<file path="src/rtl/boot_program_loader_pkg.sv">
// rtl/boot_program_loader_pkg.sv - shared state encoding and sizing constants for the boot program loader
package boot_program_loader_pkg;

  typedef enum logic [2:0] {
    IDLE,
    LEN_HI,
    LEN_LO,
    DATA,
    CHK,
    DONE,
    ERR
  } loader_state_e;

  localparam int LOADER_LEN_BYTES = 2;
  localparam int WORD_BYTES       = 4;
  localparam int LEN_W            = LOADER_LEN_BYTES * 8;

endpackage

</file>
<file path="src/rtl/loader_word_assembler.sv">
// rtl/loader_word_assembler.sv - big-endian byte-to-word assembler with 2-bit byte index
module loader_word_assembler
  import boot_program_loader_pkg::*;
(
  input  logic        clk1,
  input  logic        rst,
  input  logic        clr_i,
  input  logic        byte_valid_i,
  input  logic [7:0]  byte_i,
  output logic [31:0] word_o,
  output logic        word_valid_o
);

  logic [23:0] shift_q;
  logic [1:0]  idx_q;

  // The word is presented combinationally with its last byte so the caller registers it on the accept edge.
  assign word_o       = {shift_q, byte_i};
  assign word_valid_o = byte_valid_i && (idx_q == 2'(WORD_BYTES - 1));

  always_ff @(posedge clk1 or posedge rst) begin
    if (rst) begin
      shift_q <= '0;
      idx_q   <= '0;
    end else if (clr_i) begin
      idx_q   <= '0;
    end else if (byte_valid_i) begin
      shift_q <= {shift_q[15:0], byte_i};
      idx_q   <= idx_q + 2'd1;
    end
  end

endmodule

</file>
<file path="src/rtl/boot_program_loader.sv">
// rtl/boot_program_loader.sv - streams a length-prefixed program into memory and holds the core in reset (option: LOADER_CHECKSUM_EN)
module boot_program_loader
  import boot_program_loader_pkg::*;
#(
  parameter int unsigned       MEM_AW    = 32,
  parameter logic [MEM_AW-1:0] BASE_ADDR = '0,
  parameter int unsigned       MAX_WORDS = 1024
) (
  input  logic              clk1,
  input  logic              rst,
  input  logic              rx_valid,
  input  logic [7:0]        rx_byte,
  output logic              rx_ready,
  input  logic              load_req,
  output logic              mem_wren,
  output logic [MEM_AW-1:0] mem_addr,
  output logic [31:0]       mem_wrdata,
  output logic              core_rst,
  output logic              done,
  output logic              err,
  output logic [LEN_W-1:0]  words_loaded
);

  localparam logic [31:0] MAX_LEN = 32'(MAX_WORDS);
`ifdef LOADER_CHECKSUM_EN
  localparam loader_state_e END_ST = CHK;
`else
  localparam loader_state_e END_ST = DONE;
`endif

  loader_state_e     state_q, state_d;
  logic [LEN_W-1:0]  len_q, len_d;
  logic [LEN_W-1:0]  words_q, words_d;
  logic              mem_wren_q, mem_wren_d;
  logic [MEM_AW-1:0] mem_addr_q, mem_addr_d;
  logic [31:0]       mem_wrdata_q, mem_wrdata_d;
  logic              core_rst_q, done_q, err_q;
  logic              accept, restart, asm_valid;
  logic [31:0]       asm_word;
  logic [LEN_W-1:0]  len_rx;

  assign rx_ready = (state_q == LEN_HI) || (state_q == LEN_LO) ||
                    (state_q == DATA)   || (state_q == CHK);
  assign accept   = rx_valid && rx_ready;
  assign restart  = load_req && ((state_q == DONE) || (state_q == ERR));
  assign len_rx   = {len_q[15:8], rx_byte};

  loader_word_assembler u_asm (
    .clk1         (clk1),
    .rst          (rst),
    .clr_i        (restart),
    .byte_valid_i (accept && (state_q == DATA)),
    .byte_i       (rx_byte),
    .word_o       (asm_word),
    .word_valid_o (asm_valid)
  );

`ifdef LOADER_CHECKSUM_EN
  logic [7:0] sum_q, sum_d, chk_total;
  assign chk_total = sum_q + rx_byte;

  always_ff @(posedge clk1 or posedge rst) begin
    if (rst) sum_q <= '0;
    else     sum_q <= sum_d;
  end
`endif

  always_comb begin
    state_d      = state_q;
    len_d        = len_q;
    words_d      = words_q;
    mem_wren_d   = 1'b0;
    mem_addr_d   = mem_addr_q;
    mem_wrdata_d = mem_wrdata_q;
`ifdef LOADER_CHECKSUM_EN
    sum_d        = sum_q;
`endif
    case (state_q)
      IDLE: begin
        state_d = LEN_HI;
`ifdef LOADER_CHECKSUM_EN
        sum_d   = '0;
`endif
      end
      LEN_HI: if (accept) begin
        len_d[15:8] = rx_byte;
        state_d     = LEN_LO;
      end
      LEN_LO: if (accept) begin
        len_d = len_rx;
        if ({16'd0, len_rx} > MAX_LEN) state_d = ERR;
        else if (len_rx == '0)         state_d = END_ST;
        else                           state_d = DATA;
      end
      DATA: if (accept) begin
`ifdef LOADER_CHECKSUM_EN
        sum_d = sum_q + rx_byte;
`endif
        if (asm_valid) begin
          mem_wren_d   = 1'b1;
          mem_addr_d   = BASE_ADDR + MEM_AW'(words_q);
          mem_wrdata_d = asm_word;
          words_d      = words_q + 1'b1;
          if (words_d == len_q) state_d = END_ST;
        end
      end
`ifdef LOADER_CHECKSUM_EN
      CHK: if (accept) begin
        state_d = (chk_total == 8'h00) ? DONE : ERR;
      end
`endif
      DONE, ERR: if (load_req) begin
        state_d = IDLE;
        words_d = '0;
      end
      default: state_d = IDLE;
    endcase
  end

  // Status outputs decode the next state so they change on the same edge as the state register.
  always_ff @(posedge clk1 or posedge rst) begin
    if (rst) begin
      state_q      <= IDLE;
      len_q        <= '0;
      words_q      <= '0;
      mem_wren_q   <= 1'b0;
      mem_addr_q   <= '0;
      mem_wrdata_q <= '0;
      core_rst_q   <= 1'b1;
      done_q       <= 1'b0;
      err_q        <= 1'b0;
    end else begin
      state_q      <= state_d;
      len_q        <= len_d;
      words_q      <= words_d;
      mem_wren_q   <= mem_wren_d;
      mem_addr_q   <= mem_addr_d;
      mem_wrdata_q <= mem_wrdata_d;
      core_rst_q   <= (state_d != DONE);
      done_q       <= (state_d == DONE);
      err_q        <= (state_d == ERR);
    end
  end

  assign mem_wren     = mem_wren_q;
  assign mem_addr     = mem_addr_q;
  assign mem_wrdata   = mem_wrdata_q;
  assign core_rst     = core_rst_q;
  assign done         = done_q;
  assign err          = err_q;
  assign words_loaded = words_q;

endmodule

</file>
<file path="config.mk">
export PLATFORM = sky130hd
export DESIGN_NAME = boot_program_loader
export DESIGN_NICKNAME = d
export VERILOG_FILES = /design/src/rtl/boot_program_loader_pkg.sv /design/src/rtl/loader_word_assembler.sv /design/src/rtl/boot_program_loader.sv
export SDC_FILE = /design/constraint.sdc
export NUM_CORES = 1
export LEC_CHECK = 0
export ABC_AREA = 0
export CAP_MARGIN = 10
export CORE_MARGIN = 2
export CORE_UTILIZATION = 40
export CTS_BUF_LIST = sky130_fd_sc_hd__clkbuf_4 sky130_fd_sc_hd__clkbuf_8 sky130_fd_sc_hd__clkbuf_16
export DETAILED_ROUTE_END_ITERATION = 16
export PLACE_DENSITY_LB_ADDON = 0.2
export SYNTH_ARGS = -nofsm -noshare
export SYNTH_HDL_FRONTEND = slang
export SYNTH_HIERARCHICAL = 1
export SYNTH_SLANG_ARGS = --single-unit
</file>
<file path="constraint.sdc">
create_clock -name clk1 -period 7.7 [get_ports clk1]
set_input_delay 1.54 -clock clk1 [delete_from_list [all_inputs] [get_ports clk1]]
set_output_delay 1.54 -clock clk1 [all_outputs]
set_load 0.1 [all_outputs]
</file>
# After elaboration in Yosys (flattened, before gate mapping)

Index checks and enable logic that the tools add are counted.
Widths: inputs -> output; s select.

Bits in registers: 113
Input port bits: 12
Output and inout port bits: 85
Word-level logic and storage cells: 69

$add $sub $neg: 2
Magnitude comparators: 1
Equality and inequality tests: 14
Muxes and demuxes: 20
Bitwise logic cells: 2
Reduce and logical (&&, ||, !) cells: 18

Operators with widths:

| operator              | count |
|---|---|
| $mux 16               | 3 |
| $pmux 16 s2           | 1 |
| $mux 3                | 8 |
| $add 16x1->16 const B | 1 |
| $eq 16x16->1          | 1 |
| $gt 16x11->1 const B  | 1 |
| $logic_not 16->1      | 1 |
| $pmux 8 s2            | 1 |
| $eq 3x3->1 const B    | 5 |
| $pmux 3 s5            | 1 |
| $mux 8                | 1 |
| $eq 3x2->1 const B    | 2 |
| $ne 2x2->1 const B    | 3 |
| $reduce_and 3->1      | 2 |
| $logic_and 1x1->1     | 4 |
| $logic_or 1x1->1      | 4 |
| $mux 2                | 2 |
| $reduce_and 2->1      | 2 |
| $reduce_and 4->1      | 1 |
| $reduce_bool 2->1     | 2 |
| $eq 3x1->1 const B    | 1 |
| $logic_not 3->1       | 1 |
| $mux 1                | 3 |
| $ne 3x3->1 const B    | 1 |
| 4 further kinds       | 5 |

# Longest topological paths before layout

Depth in word-level cells: 11
Mapped depth: 12
Mapped depth without buffers: 9

# Hierarchy

The synthesis kept the hierarchy.

By module, submodules not included:

| module                | times used | cells an instance | area an instance (um^2) | sequential area each (um^2) |
|---|---|---|---|---|
| boot_program_loader   | 1          | 465               | 4280.4                  | 2178.3 |
| loader_word_assembler | 1          | 69                | 1171.1                  | 650.6 |

# Least setup slack after synthesis

No wires, ideal clock.

Path type: register -> output
Start point: register state_q[1]
End point: output rx_ready
Arrival time: 2221 ps
Data required time: 6160 ps
Path slack: 3939 ps
Stages on the path, launching flop included: 4
Buffers on the path: 1
Cell sequence: dfrtp_1 clkbuf_1 nor2_1 xnor2_1

Longest elaborated chain between the ends: 4
Elaborated cells between the ends (all ways): 7
Classes of those cells: eq/ne: 4; reduce/logical: 3

Ends and longest elaborated chain:

| item                                     | line                       | source |
|---|---|---|
| from (decl)                              | boot_program_loader.sv:31  | `loader_state_e state_q, state_d;` |
| from (signal assigned)                   | boot_program_loader.sv:133 | `state_q <= state_d;` |
| $eq 3x1->1 or $eq 3x2->1 (tied branches) | boot_program_loader.sv:42  | `assign rx_ready = (state_q == LEN_HI) \|\| (state_q == LEN_LO) \|\|` |
| $logic_or 1x1->1 (2 in a row)            | boot_program_loader.sv:42  |  |
| $logic_or 1x1->1 (*)                     | boot_program_loader.sv:43  | `(state_q == DATA) \|\| (state_q == CHK);` |
| to (decl)                                | boot_program_loader.sv:13  | `output logic rx_ready,` |

Mark *: on every way between the ends. The rest lies on a longest branch, timed or not.

# Worst setup path in the final report

Start point: input rx_valid
End point: register words_q[2], in the netlist words_loaded[2]

Longest elaborated chain between the ends: 5
Elaborated cells between the ends (all ways): 6
Classes of those cells: eq/ne: 2; reduce/logical: 4

Ends and longest elaborated chain:

| item                              | line                        | source |
|---|---|---|
| from (decl)                       | boot_program_loader.sv:11   | `input logic rx_valid,` |
| $logic_and 1x1->1                 | boot_program_loader.sv:44   | `assign accept = rx_valid && rx_ready;` |
| $logic_and 1x1->1                 | boot_program_loader.sv:52   | `.byte_valid_i (accept && (state_q == DATA)),` |
| $logic_and 1x1->1                 | loader_word_assembler.sv:19 | `assign word_valid_o = byte_valid_i && (idx_q == 2'(WORD_BYTES - 1));` |
| via asm_valid                     | boot_program_loader.sv:38   | `logic accept, restart, asm_valid;` |
| $ne 2x2->1 (no source line)       | --                          |  |
| $reduce_and 4->1 (no source line) | --                          |  |
| to (signal assigned)              | boot_program_loader.sv:135  | `words_q <= words_d;` |
| to (decl)                         | boot_program_loader.sv:33   | `logic [LEN_W-1:0] words_q, words_d;` |

The timed path passes the listed nets, and every way through them passes these cells.
A chain may end at the register's enable or synchronous reset.

==> run summary <==
Largest net degree at the start of global routing: 88
Commonest non-fill, non-tap cell in the layout: nand2_1
Unrepaired setup endpoints after global routing: no
Gr ovfl total: 0
Outcome: complete, no violations
Area growth syn-to-layout: 25.5%
Die width: 121 um
Number of max-cap violations: 0
Hold WC Path Type: flop to flop
Tightest Pin Transition: 1.01 ns
Worst-skew pair later-pin latency: 0.41 ns
Yosys top cell by area: dfrtp_1
Crit Path Class: input port to flop
Core area: 13300 um2
Die Y: 121 um
Share of cells above drive strength 1: 14.5%
Met2 GRT Util: 28.7%
Final WL: 12000 um
Setup Fix Bufs, Post-CTS: 0
DR iter-0 viols: 269
# diodes: 0
Internal: 1.82 mW
Worst path slowest cell: inv_2
Area of the multi-input gates: 2270 um2
Reg clk slew, reported paths: 0.05 ns
Fin crit share: 58.5%
DRC viols: 0
# IOs: 97
Clock Power Share: 26.0%
Max stage delay on crit path: 0.67 ns
Psw: 1.43 mW
Crit path max-delay family: simple AND/OR/NAND/NOR gates
Synthesized cell area: 5450 um2
Worst setup margin: 3.20 ns
Wire per inst: 15.3 um
Post-route ant nets: 0
Setup violators final: 0
GR Util All Layers: 17.9%
Pre-CTS WS: 2.71 ns
Placed Cells: 750
Met3 Track Usage GR: 4.76%
Minimum clock period: 4.50 ns
Power Total: 3.25 mW
Post-synthesis sequential element count: 113
Clock Tree Buf Depth: 2
Warnings from Yosys: 6
TritonRoute pass-1 iters: 4
Fillers: 1199
Arr. time, crit path: 4.78 ns
Synth top area share: 51.4%
Placer Congestion: 0.879
Clock Skew: 0.0117 ns
Syn Inst Count: 534
CTS tree: built
Synth top area cells: dfrtp_1 (51%), nand2_1 (11%), mux2_4 (5.5%)
Post-DP HPWL: 7930 um
Vias in the first global route: 3970
Nets@finish: 608
CTS Buf Count: 17
Rel. slew slack: 32.8%
Post-synth ARST share: 100%
First-pass GRT wire length: 20200 um
Finished Layout Cells: 783
Startpoint Class: input port
Routed vias: 3979
Htree depth: 4
Final Hold Viols: 0
Setup TNS: 0 ns
Max Clk Rate: 222 MHz
Logic gate share of total power: 43.8%
Leakage power: 3.13 nW
Power density over the cells: 475 nW/um2
Clock Tree Root: clkbuf_16
CP most frequent cell: nor2_1
Hold slack final: 0.466 ns
Worst endpoint required time: 7.97 ns
Rows: 42
Ordered cell list for the critical path: clkdlybuf4s50_1 -> nand2b_1 -> nor2_1 -> and2_2 -> nand2_1 -> or3_2 -> inv_2 -> nor2_1 -> o21ai_0 -> o21ai_1
Cts repair resizes: 0
Top FF cell, synth: dfrtp_1
Most frequent cells in the layout: nand2_1 (154), dfrtp_1 (112), clkdlybuf4s50_1 (80)
Total die area: 14600 um2
Gr busiest metal: met2
Final instance area: 6840 um2
Critical path buffers and inverters: 2
Initial Utilization: 41.0%
FF+latch area: 2830 um2
Initial antenna violation count: 0
Clock sinks: 113
Seq/Total Area, Yosys: 51.9%
Flop pwr share: 30.3%
CP Max Fanout: 57
Reg2reg setup slack: 4.27 ns
CP Capture Type: flop
Sw Share: 43.9%
M1 GR Usage: 22.6%
Cts hold-fix bufs: 0
Count of pins over their slew limit: 0
EDFF count, synth: 0
Worst VDD drop: 0.308 mV
Per-instance average area after synthesis: 10.2 um2
Port bufs: 80
Post-Route Utilization: 51.4%
Post-DP Area: 6170 um2
Vias/cell: 5.08
Cell variety after synth: 65
power groups by stage:
| stage | sequential (mW) | clock (mW) | combinational (mW) |
|---|---|---|---|
| after global placement | 0.984 | 0 | 1.40 |
| after CTS | 0.987 | 0.862 | 1.43 |
| after floorplan | 1.58 | 0 | 0.550 |
| after detailed placement | 0.993 | 0 | 1.42 |
| after global routing | 1.02 | 0.890 | 1.49 |
| final | 0.982 | 0.843 | 1.42 |
worst min-delay path, delay by kind of cell, from the launching register on:
family	cells	cell delay, ns
and+or+nand+nor	2	0.10
DFF	1	0.33
logic make-up (layout without fill, tap and decap cells):
logic type	after synthesis	count (layout)	synth area share, %
other cells	1	16	0.0688
mux	40	40	9.62
xor+xnor	21	21	3.37
buf+inv	66	124	7.55
fa+ha+maj	2	2	0.459
compound gates	69	69	8.31
flops	113	113	51.9
simple gates	222	222	18.7
synthesized netlist by cell type (3+ instances only):
master and instances:
and3_1 6, dfrtp_1 112, nor4_1 6, nand3_1 7
buf_2 9, o31ai_1 7, a21oi_1 3, buf_4 28
o41ai_1 3, clkbuf_1 13, mux2_2 18, buf_1 3
inv_1 8, nand2_1 154, or3_1 5, a31oi_1 8
mux2_4 20, xnor2_1 12, nor2_1 18, o21ai_1 16
o21ai_0 13, nand4_1 6, xor2_1 9, or4_1 3
area by class of cell:
type                       count  share of cell area [%]
timing repair buffer          83                    12.3
clock buffer                  23                    7.15
tap                          176                    3.22
sequential                   113                    41.4
inverter                       9                   0.512
multi-input combinational    370                    33.2
clock inverter                 9                    2.25
sequential cells by signal, summed over array words and instances (netlist names):
name and flops:
u_asm/shift_q 24, err 1, u_asm/idx_q 2, done 1, words_loaded 16, mem_addr 16
mem_wrdata 32, state_q 3, len_q 16, mem_wren 1, core_rst 1
routing by layer:
layer	up-vias	wire length, um	share of wire (%)
li1	1903	-	-
met1	1968	5410	45
met2	91	5980	50
met3	17	411	3.4
met4	0	193	1.6
met5	-	0	0
worst paths after layout:
kind	from	endpoint	cells past startpoint
worst min-delay path	u_asm/shift_q[16]	mem_wrdata[24]	2
worst max-delay path	rx_valid	words_loaded[2]	10
worst min register to register	u_asm/shift_q[16]	mem_wrdata[24]	2
min in group asynchronous	rst	mem_wrdata[0]	3
worst max register to register	state_q[2]	words_loaded[2]	9
max in group asynchronous	rst	u_asm/shift_q[11]	2
No activity file was read; power rests on OpenSTA's default activity.
